$ cat src/rtl/ddr_app_arbiter_pkg.sv
// Shared constants and state encoding for the MIG app-interface arbiter.
package ddr_app_arbiter_pkg;

  localparam logic [2:0]  APP_CMD_WR        = 3'b000;
  localparam logic [2:0]  APP_CMD_RD        = 3'b001;
  localparam int unsigned DDR_APP_ADDR_W    = 28;
  localparam int unsigned DDR_APP_DATA_W    = 128;
  localparam int unsigned DDR_APP_LEN_W     = 4;
  localparam int unsigned DDR_APP_ADDR_STEP = 8;

  typedef enum logic [2:0] {
    StIdle,
    StRdCmd,
    StRdWait,
    StWr,
    StDone
  } arb_state_e;

endpackage

$ cat src/rtl/ddr_rr_arb2.sv
// Two-way round-robin picker. pref_q names the port that wins a tie; it moves to the
// other port each time a pick is taken, so port 0 wins the first tie after reset.
module ddr_rr_arb2 (
  input  logic       clk_i,
  input  logic       rst_i,
  input  logic [1:0] req_i,
  input  logic       take_i,
  output logic       gnt_vld_o,
  output logic       gnt_idx_o
);

  logic pref_q;

  // Combinational pick: a lone requester wins, a tie goes to the preferred port.
  always_comb begin
    gnt_vld_o = |req_i;
    gnt_idx_o = 1'b0;
    unique case (req_i)
      2'b01:   gnt_idx_o = 1'b0;
      2'b10:   gnt_idx_o = 1'b1;
      2'b11:   gnt_idx_o = pref_q;
      default: gnt_idx_o = 1'b0;
    endcase
  end

  // Hand preference to the loser whenever a grant is actually taken.
  always_ff @(posedge clk_i or posedge rst_i) begin
    if (rst_i) begin
      pref_q <= 1'b0;
    end else if (take_i) begin
      pref_q <= ~gnt_idx_o;
    end
  end

endmodule

$ cat src/rtl/ddr_app_arbiter.sv
// Shares the MIG 7-series app_* interface between the L2 (port 0) and DFC (port 1)
// burst requesters: one burst at a time, round-robin, per-beat commands under app_rdy,
// write data under app_wdf_rdy, read beats routed back to the owning port.
module ddr_app_arbiter
  import ddr_app_arbiter_pkg::*;
#(
  parameter int unsigned ADDR_W    = DDR_APP_ADDR_W,
  parameter int unsigned DATA_W    = DDR_APP_DATA_W,
  parameter int unsigned LEN_W     = DDR_APP_LEN_W,
  parameter int unsigned ADDR_STEP = DDR_APP_ADDR_STEP
) (
  input  logic                clk_166M66,
  input  logic                mcu_sys_rst,
  input  logic                i_init_calib_complete,
  input  logic                i_p0_req,
  input  logic                i_p0_rw,
  input  logic [ADDR_W-1:0]   i_p0_addr,
  input  logic [LEN_W-1:0]    i_p0_len,
  output logic                o_p0_gnt,
  input  logic [DATA_W-1:0]   i_p0_wdata,
  output logic                o_p0_wdata_pop,
  output logic                o_p0_rdata_vld,
  output logic                o_p0_done,
  input  logic                i_p1_req,
  input  logic                i_p1_rw,
  input  logic [ADDR_W-1:0]   i_p1_addr,
  input  logic [LEN_W-1:0]    i_p1_len,
  output logic                o_p1_gnt,
  input  logic [DATA_W-1:0]   i_p1_wdata,
  output logic                o_p1_wdata_pop,
  output logic                o_p1_rdata_vld,
  output logic                o_p1_done,
  output logic [DATA_W-1:0]   o_rdata,
  output logic [ADDR_W-1:0]   o_app_addr,
  output logic [2:0]          o_app_cmd,
  output logic                o_app_en,
  input  logic                i_app_rdy,
  output logic [DATA_W-1:0]   o_app_wdf_data,
  output logic                o_app_wdf_wren,
  output logic                o_app_wdf_end,
  output logic [DATA_W/8-1:0] o_app_wdf_mask,
  input  logic                i_app_wdf_rdy,
  input  logic [DATA_W-1:0]   i_app_rd_data,
  input  logic                i_app_rd_data_valid
);

  // Counters hold 0..2^LEN_W, so one extra bit over the length field.
  localparam int unsigned CntW = LEN_W + 1;

  arb_state_e        state_q;
  logic              owner_q;
  logic [CntW-1:0]   beats_q;
  logic [CntW-1:0]   cmd_cnt_q;
  logic [CntW-1:0]   wdat_cnt_q;
  logic [CntW-1:0]   rd_cnt_q;
  logic [ADDR_W-1:0] addr_q;
  logic [2:0]        cmd_q;
  logic              en_q;
  logic [1:0]        gnt_q;
  logic [1:0]        done_q;

  logic              arb_vld;
  logic              arb_idx;
  logic              arb_take;

  logic              cmd_acc;
  logic              rd_beat;
  logic              wren;
  logic              wpop;
  logic [CntW-1:0]   cmd_cnt_nxt;
  logic [CntW-1:0]   rd_cnt_nxt;
  logic [CntW-1:0]   wdat_cnt_nxt;
  logic              sel_rw;
  logic [ADDR_W-1:0] sel_addr;
  logic [LEN_W-1:0]  sel_len;

  ddr_rr_arb2 u_rr_arb2 (
    .clk_i     (clk_166M66),
    .rst_i     (mcu_sys_rst),
    .req_i     ({i_p1_req, i_p0_req}),
    .take_i    (arb_take),
    .gnt_vld_o (arb_vld),
    .gnt_idx_o (arb_idx)
  );

  // Arbitration is frozen until calibration is done and only runs from idle.
  assign arb_take = (state_q == StIdle) & i_init_calib_complete & arb_vld;

  // Beat handshakes and next counter values shared by the FSM and the outputs.
  always_comb begin
    cmd_acc      = en_q & i_app_rdy;
    rd_beat      = i_app_rd_data_valid & ((state_q == StRdCmd) | (state_q == StRdWait));
    wren         = (state_q == StWr) & (wdat_cnt_q < beats_q);
    wpop         = wren & i_app_wdf_rdy;
    cmd_cnt_nxt  = cmd_cnt_q + CntW'(cmd_acc);
    rd_cnt_nxt   = rd_cnt_q + CntW'(rd_beat);
    wdat_cnt_nxt = wdat_cnt_q + CntW'(wpop);
    sel_rw       = arb_idx ? i_p1_rw   : i_p0_rw;
    sel_addr     = arb_idx ? i_p1_addr : i_p0_addr;
    sel_len      = arb_idx ? i_p1_len  : i_p0_len;
  end

  // Burst sequencer: grant capture, command issue, beat counting and completion.
  always_ff @(posedge clk_166M66 or posedge mcu_sys_rst) begin
    if (mcu_sys_rst) begin
      state_q    <= StIdle;
      owner_q    <= 1'b0;
      beats_q    <= '0;
      cmd_cnt_q  <= '0;
      wdat_cnt_q <= '0;
      rd_cnt_q   <= '0;
      addr_q     <= '0;
      cmd_q      <= '0;
      en_q       <= 1'b0;
      gnt_q      <= '0;
      done_q     <= '0;
    end else begin
      gnt_q  <= '0;
      done_q <= '0;
      if (rd_beat) rd_cnt_q <= rd_cnt_nxt;
      if (wpop) wdat_cnt_q <= wdat_cnt_nxt;
      if (cmd_acc) begin
        // Address wraps modulo 2^ADDR_W by truncation.
        addr_q    <= addr_q + ADDR_W'(ADDR_STEP);
        cmd_cnt_q <= cmd_cnt_nxt;
        if (cmd_cnt_nxt == beats_q) en_q <= 1'b0;
      end
      unique case (state_q)
        StIdle: begin
          if (arb_take) begin
            owner_q         <= arb_idx;
            beats_q         <= {1'b0, sel_len} + CntW'(1);
            addr_q          <= sel_addr;
            cmd_q           <= sel_rw ? APP_CMD_RD : APP_CMD_WR;
            en_q            <= 1'b1;
            cmd_cnt_q       <= '0;
            wdat_cnt_q      <= '0;
            rd_cnt_q        <= '0;
            gnt_q[arb_idx]  <= 1'b1;
            state_q         <= sel_rw ? StRdCmd : StWr;
          end
        end
        StRdCmd: begin
          if (cmd_acc && (cmd_cnt_nxt == beats_q)) state_q <= StRdWait;
        end
        StRdWait: begin
          if (rd_cnt_nxt == beats_q) begin
            state_q         <= StDone;
            done_q[owner_q] <= 1'b1;
          end
        end
        StWr: begin
          if ((cmd_cnt_nxt == beats_q) && (wdat_cnt_nxt == beats_q)) begin
            state_q         <= StDone;
            done_q[owner_q] <= 1'b1;
          end
        end
        StDone: begin
          state_q <= StIdle;
        end
        default: begin
          state_q <= StIdle;
        end
      endcase
    end
  end

  assign o_p0_gnt       = gnt_q[0];
  assign o_p1_gnt       = gnt_q[1];
  assign o_p0_done      = done_q[0];
  assign o_p1_done      = done_q[1];
  assign o_app_addr     = addr_q;
  assign o_app_cmd      = cmd_q;
  assign o_app_en       = en_q;
  assign o_app_wdf_wren = wren;
  assign o_app_wdf_end  = wren;
  assign o_app_wdf_mask = '0;
  assign o_app_wdf_data = wren ? (owner_q ? i_p1_wdata : i_p0_wdata) : '0;
  assign o_p0_wdata_pop = wpop & ~owner_q;
  assign o_p1_wdata_pop = wpop & owner_q;
  assign o_p0_rdata_vld = rd_beat & ~owner_q;
  assign o_p1_rdata_vld = rd_beat & owner_q;
  assign o_rdata        = rd_beat ? i_app_rd_data : '0;

endmodule

$ cat config.mk
export PLATFORM = sky130hd
export DESIGN_NAME = ddr_app_arbiter
export DESIGN_NICKNAME = d
export VERILOG_FILES = /design/src/rtl/ddr_app_arbiter_pkg.sv /design/src/rtl/ddr_rr_arb2.sv /design/src/rtl/ddr_app_arbiter.sv
export SDC_FILE = /design/constraint.sdc
export NUM_CORES = 1
export LEC_CHECK = 0
export ABC_AREA = 1
export BUFFER_PORTS_ARGS = -buffer_cell sky130_fd_sc_hd__buf_2
export CORE_AREA = 2 2 299 301
export DETAILED_ROUTE_END_ITERATION = 8
export DIE_AREA = 0 0 301 303
export GPL_TIMING_DRIVEN = 0
export PLACE_DENSITY = 0.36
export SETUP_SLACK_MARGIN = 0.1
export SLEW_MARGIN = 20
export SYNTH_ARGS = -nofsm -noshare
export SYNTH_HDL_FRONTEND = slang
export SYNTH_SLANG_ARGS = --single-unit
export TNS_END_PERCENT = 20
$ cat constraint.sdc
create_clock -name clk_166M66 -period 4.2 [get_ports clk_166M66]
set_input_delay 0.84 -clock clk_166M66 [delete_from_list [all_inputs] [get_ports clk_166M66]]
set_output_delay 0.84 -clock clk_166M66 [all_outputs]
set_load 0.005 [all_outputs]
# == Word-level counts from Yosys, hierarchy flattened ==
# Index checks and enable logic that the tools add are counted.
# totals
reg_bits,61
latch_bits,0
ramBits,0
rom_bits,0
in_bits,458
out_inout_bits,314
word_cells,94
memories,0
# op_classes
n_addsub,5
mul,0
n_div,0
magnitude_cmp,5
n_eq_ne,12
n_shift,0
mux,39
bitwise_logic,13
reduce_logical,8
# op_table
op,count
$mux W128,3
$mux W28,4
$mux W5,9
$add A28 B4 Y28 const B,1
$add A5 B1 Y5,3
$eq A5 B5 Y1,3
$mux W3,4
$pmux W3 S4,1
$and A1 B1 Y1,10
$mux W2,5
$mux W1,8
$eq A3 B2 Y1 const B,2
$ne A2 B1 Y1 const B,3
$add A4 B1 Y5 const B,1
$lt A5 B5 Y1,1
$eq A2 B2 Y1 const B,2
$logic_and A1 B1 Y1,4
$lt A1 B2 Y1 const B,2
$mux W4,1
$pmux W2 S2,1
$reduce_and A4 Y1,1
$eq A3 B1 Y1 const B,1
$logic_not A3 Y1,1
$demux W1 S1,2
other kinds (7),9

# == Longest topological paths before layout ==
# logic_depth
word_depth,8
depth_mapped,21
mapped_depth_nobuf,21

# == Hierarchy ==
# A second synthesis with hierarchy kept.
# hier_totals
cells_unflattened,1231
area_unflattened_um2,6761.5
# by_module_without_submodules
module,instances,cells_per_inst,area_per_inst_um2,seq_area_each_um2
ddr_app_arbiter,1,1221,6697.7,1451.4
ddr_rr_arb2,1,10,63.8,25.0

# == Worst setup path after synthesis ==
# OpenSTA, ideal clock, no wires.
# synth_timing
path_type,reg2reg
startpoint,register beats_q[4]
endpoint,register state_q[0]
setup_ns,0.121
arrival_time_ns,2.578
required_ns,4.079
setup_slack_ns,1.501
path_stages_with_launch,22
n_path_buf,0
cell_sequence,dfrtp_1 -> inv_1 -> ha_1 -> nand2_1 -> o21a_1 -> nand3_1 -> inv_2 -> nand2_2 -> inv_2 -> ha_1 -> ha_1 -> or2_1 -> nand2_1 -> nand2_1 -> nand2_1 -> nand3_1 -> nor2_1 -> nand2_1 -> nand2_1 -> nand3_1 -> nand2_1 -> nand2_1
# synth_via
elab_chain_len,8
word_cells_on_any_way,13
cone_classes,add/sub: 1; order compare: 1; eq/ne: 6; bitwise: 2; reduce/logical: 3
# synth_lines
element,line_no,text
"start, declared",ddr_app_arbiter.sv:52,logic [CntW-1:0] beats_q;
"start signal, assigned",ddr_app_arbiter.sv:132,"beats_q <= {1'b0, sel_len} + CntW'(1);"
$lt A5 B5 Y1,ddr_app_arbiter.sv:93,wren = (state_q == StWr) & (wdat_cnt_q < beats_q);
$and A1 B1 Y1,ddr_app_arbiter.sv:93,
via o_app_wdf_end,ddr_app_arbiter.sv:40,"output logic o_app_wdf_end,"
$and A1 B1 Y1,ddr_app_arbiter.sv:94,wpop = wren & i_app_wdf_rdy;
$add A5 B1 Y5,ddr_app_arbiter.sv:97,wdat_cnt_nxt = wdat_cnt_q + CntW'(wpop);
$eq A5 B5 Y1,ddr_app_arbiter.sv:153,if ((cmd_cnt_nxt == beats_q) && (wdat_cnt_nxt == beats_q)) begin
$logic_and A1 B1 Y1,ddr_app_arbiter.sv:153,
$ne A2 B1 Y1 (no line),n/a,
$reduce_and A4 Y1 (no line),n/a,
"end signal, assigned",ddr_app_arbiter.sv:154,state_q <= StDone;
"end signal, assigned",ddr_app_arbiter.sv:159,state_q <= StIdle;
"end signal, assigned",ddr_app_arbiter.sv:162,state_q <= StIdle;
"end, declared",ddr_app_arbiter.sv:50,arb_state_e state_q;
# The timed path passes the listed nets, and every way through them passes these cells.
# A chain may end at the register's enable or synchronous reset.

# == Worst setup path after layout ==
# layout_timing
startpoint,register owner_q
endpoint,output port o_app_wdf_data[86]
# layout_via
elab_chain_len,2
# layout_lines
element,line_no,text
"start, declared",ddr_app_arbiter.sv:51,logic owner_q;
"start signal, assigned",ddr_app_arbiter.sv:131,owner_q <= arb_idx;
$mux W128 (2 in a row),ddr_app_arbiter.sv:178,assign o_app_wdf_data = wren ? (owner_q ? i_p1_wdata : i_p0_wdata) : '0;
"end, declared",ddr_app_arbiter.sv:38,"output logic [DATA_W-1:0] o_app_wdf_data,"
# Every way passes these cells.

==> results.md <==
* Sequential Power Share at 0.177
* Num CTS Buffers at 9
* # IOs at 772
* Final WS setup at 0.266 ns
* Postcts setup bufs at 0
* Worst Path Arrival at 3.09 ns
* Area grow syn2layout at 84.9%
* FP Rows at 109
* #FFs+latches synth at 59
* Net Sw Power at 3500 µW
* Leading area contributor after synthesis: nand2_1
* Synthesized area at 6740 µm²
* Slew @ Worst Pin at 0.856 ns
* Via density at 3.33
* Setup Viol. Count Final at 0
* Critical path cell sequence: clkbuf_1 -> clkbuf_1 -> clkbuf_1 -> nand2_1 -> a21oi_1 -> buf_2
* Placed insts at 3142
* # clock sinks at 59
* Top-count cell post-synth: nand2_1
* Insertion delay to the later sink of the worst-skew pair at 0.34 ns
* FF+latch area at 1480 µm²
* Initial antenna violation count at 17
* Type of the tightest min-delay check: in2async
* Cells after Synth at 1206
* Internal power at 2950 µW
* Initial DRC count at 780
* CTS tree: yes
* Max H-tree Level at 3
* Post-detailed-route wirelength per cell at 17.4 µm
* PwrDens at 518 nW/µm²
* Startpoint types: register
* Crit path kind: reg2out
* Pre-CTS setup slack at 0.149 ns
* Max Buffers Root-to-Sink at 2
* Top cell type's share of synthesized area at 0.223
* Pins Over Slew Limit at 0
* Final HPWL DP at 48300 µm
* Most common library cells after synthesis: 400 x nand2_1, 171 x inv_1, 163 x nor2_1
* First-pass GRT wire length at 71500 µm
* Overall fraction of global-route tracks in use at 0.110
* Number of flops mapped to enable cells by yosys at 0
* Max Fclk at 0.254 GHz
* Reg clk slew, reported paths at 0.06 ns
* Final Hold Viols at 0
* Utilization after layout at 0.142
* Status: finished, final reports clean
* Post-CTS Hold Fix Bufs at 0
* Port buffer count at 753
* Final setup TNS at 0 ns
* Synth cell types at 46
* Slowest-stage cell, CP: clkbuf_1
* Combinational power share at 0.675
* Hold Slack at 0.462 ns
* Routed WL at 55000 µm
* CP Depth at 6
* Most used cell, CP: clkbuf_1
* Worst slew margin at 0.429
* Vias in the first global route at 10100
* Critical Path End Type: output port
* Fin crit period at 3.93 ns
* RSZ-0062 raised after global routing: yes
* Worst EP required at 3.36 ns
* Number of fillers in the final layout at 10500
* Max incr delay on CP at 0.66 ns
* Clock Tree Root: clkbuf_16
* Max Cap Violations at 0
* Layout net count at 2458
* Worst r2r path cells at 21
* Synth Flop Type: dfrtp_1
* Max Fanout on Critical Path at 10
* Fraction of layout cells with a size suffix above 1 at 0.435
* Initial core utilization at 0.0766
* Worst reg2reg setup slack at 0.59 ns
* Switching share of power at 0.542
* Width of the die at 301 µm
* Drt pass-1 iters at 5
* Residual DRC at 0
* Largest net degree at the start of global routing at 42
* Share of flip-flops with an asynchronous set or reset at 1.00
* Clock Skew at 0.0109 ns
* Vias at 10500
* Crit path max-delay family: buffers and inverters
* Multi-input logic area at 4210 µm²
* Max VDD drop at 0.239 mV
* Die Y at 303 µm
* Non-Filler Instances at 3162
* Core Area at 88000 µm²
* Clock Power Share at 0.148
* Leakage at 0.00745 µW
* Grt total ovfl at 0
* Post-route ant nets at 0
* Placer Congestion at 0.855
* Ys Warns at 0
* Bufs and invs on worst path at 4
* Syn Area/Cell at 5.59 µm²
* Part of the Yosys area used for sequential elements at 0.219
* Die Area at 91200 µm²
* Period utilization at 0.937
* Top post-synthesis cells by area: nand2_1 22%, dfrtp_1 22%, a21oi_1 11%
==> path summary, 6_finish.rpt <==
kind,from,end
max in group asynchronous,mcu_sys_rst,cmd_cnt_q[1]
min,mcu_sys_rst,o_app_addr[13]
min reg2reg,o_app_addr[1],o_app_addr[1]
min in group clk_166M66,o_app_addr[1],o_app_addr[1]
max reg2reg,beats_q[3],state_q[0]
max,owner_q,o_app_wdf_data[86]
==> metal layers <==
metal	GRT usage	wire, µm	up-vias	share of wire
met5	0	28	-	0.00051
met4	0.0222	1010	6	0.018
met3	0.0416	6160	39	0.11
met2	0.180	24900	551	0.45
met1	0.136	22900	4672	0.42
li1	-	-	5274	-
==> power groups by stage <==
stage / Sequential (µW) / Combinational [µW] / Clock [µW]
finish: 1140 / 4360 / 953
CTS: 1150 / 4460 / 974
floorplan: 1060 / 2220 / 0
global route: 1180 / 4890 / 993
detailed placement: 1150 / 4440 / 0
global placement: 1160 / 4460 / 0
==> final cells by class <==
cell class | count | share of cell area
clock inverters | 6 | 0.0109
plain buffers | 88 | 0.0369
flip-flops and latches | 59 | 0.119
clock buffers | 10 | 0.0192
repair buffers | 754 | 0.305
multi-input cells | 898 | 0.338
well taps | 1165 | 0.117
diodes | 4 | 0.000803
inverters | 178 | 0.0539
==> sequential cells by signal (all words and copies together) (netlist names) <==
signal and cells:
owner_q 1, u_rr_arb2.pref_q 1, done_q 2, gnt_q 2, beats_q 5, state_q 3
o_app_en 1, cmd_cnt_q 5, rd_cnt_q 5, wdat_cnt_q 5, o_app_addr 28, o_app_cmd 1
==> cell families (layout without fill, tap and decap cells) <==
kind of cell / count (synthesis) / count (layout) / share of synthesized area
adders and majority gates: 12 / 12 / 0.0223
other: 1 / 22 / 0.000557
and+or+nand+nor: 647 / 647 / 0.398
AOI/OAI and AO/OA: 205 / 205 / 0.173
DFF: 59 / 59 / 0.219
xor gates and xnor gates: 16 / 16 / 0.0208
buffers and inverters: 266 / 1036 / 0.166
==> metrics by stage <==
| stage | instance area (µm²) | power (µW) |
|---|---|---|
| finish | 12500 | 6450 |
| global route | 12500 | 7060 |
| CTS | 12400 | 6590 |
| detailed placement | 12100 | 5590 |
| global placement | 12000 | 5610 |
| floorplan | 6800 | 3270 |
==> timing repair <==
action	CTS	global route
resized for setup	5	2
endpoints found under the setup margin	26	10
endpoints found under the hold margin	0	0
==> placed cells by master (no fill, tap or decap), types with 8 or more instances in the layout <==
cell / synthesis / layout
nand3_1: 36 / 36
conb_1: 1 / 18
dfrtp_1: 59 / 59
clkbuf_1: 40 / 35
ha_1: 12 / 12
inv_1: 171 / 170
clkbuf_16: 0 / 9
a22oi_1: 20 / 20
buf_4: 19 / 20
nor2_1: 163 / 163
o21ai_0: 8 / 8
o21ai_1: 10 / 10
a21oi_1: 143 / 141
nand4_1: 13 / 13
nand2_1: 400 / 400
buf_2: 27 / 780
xor2_1: 10 / 10
No activity file was read; power rests on OpenSTA's default activity.
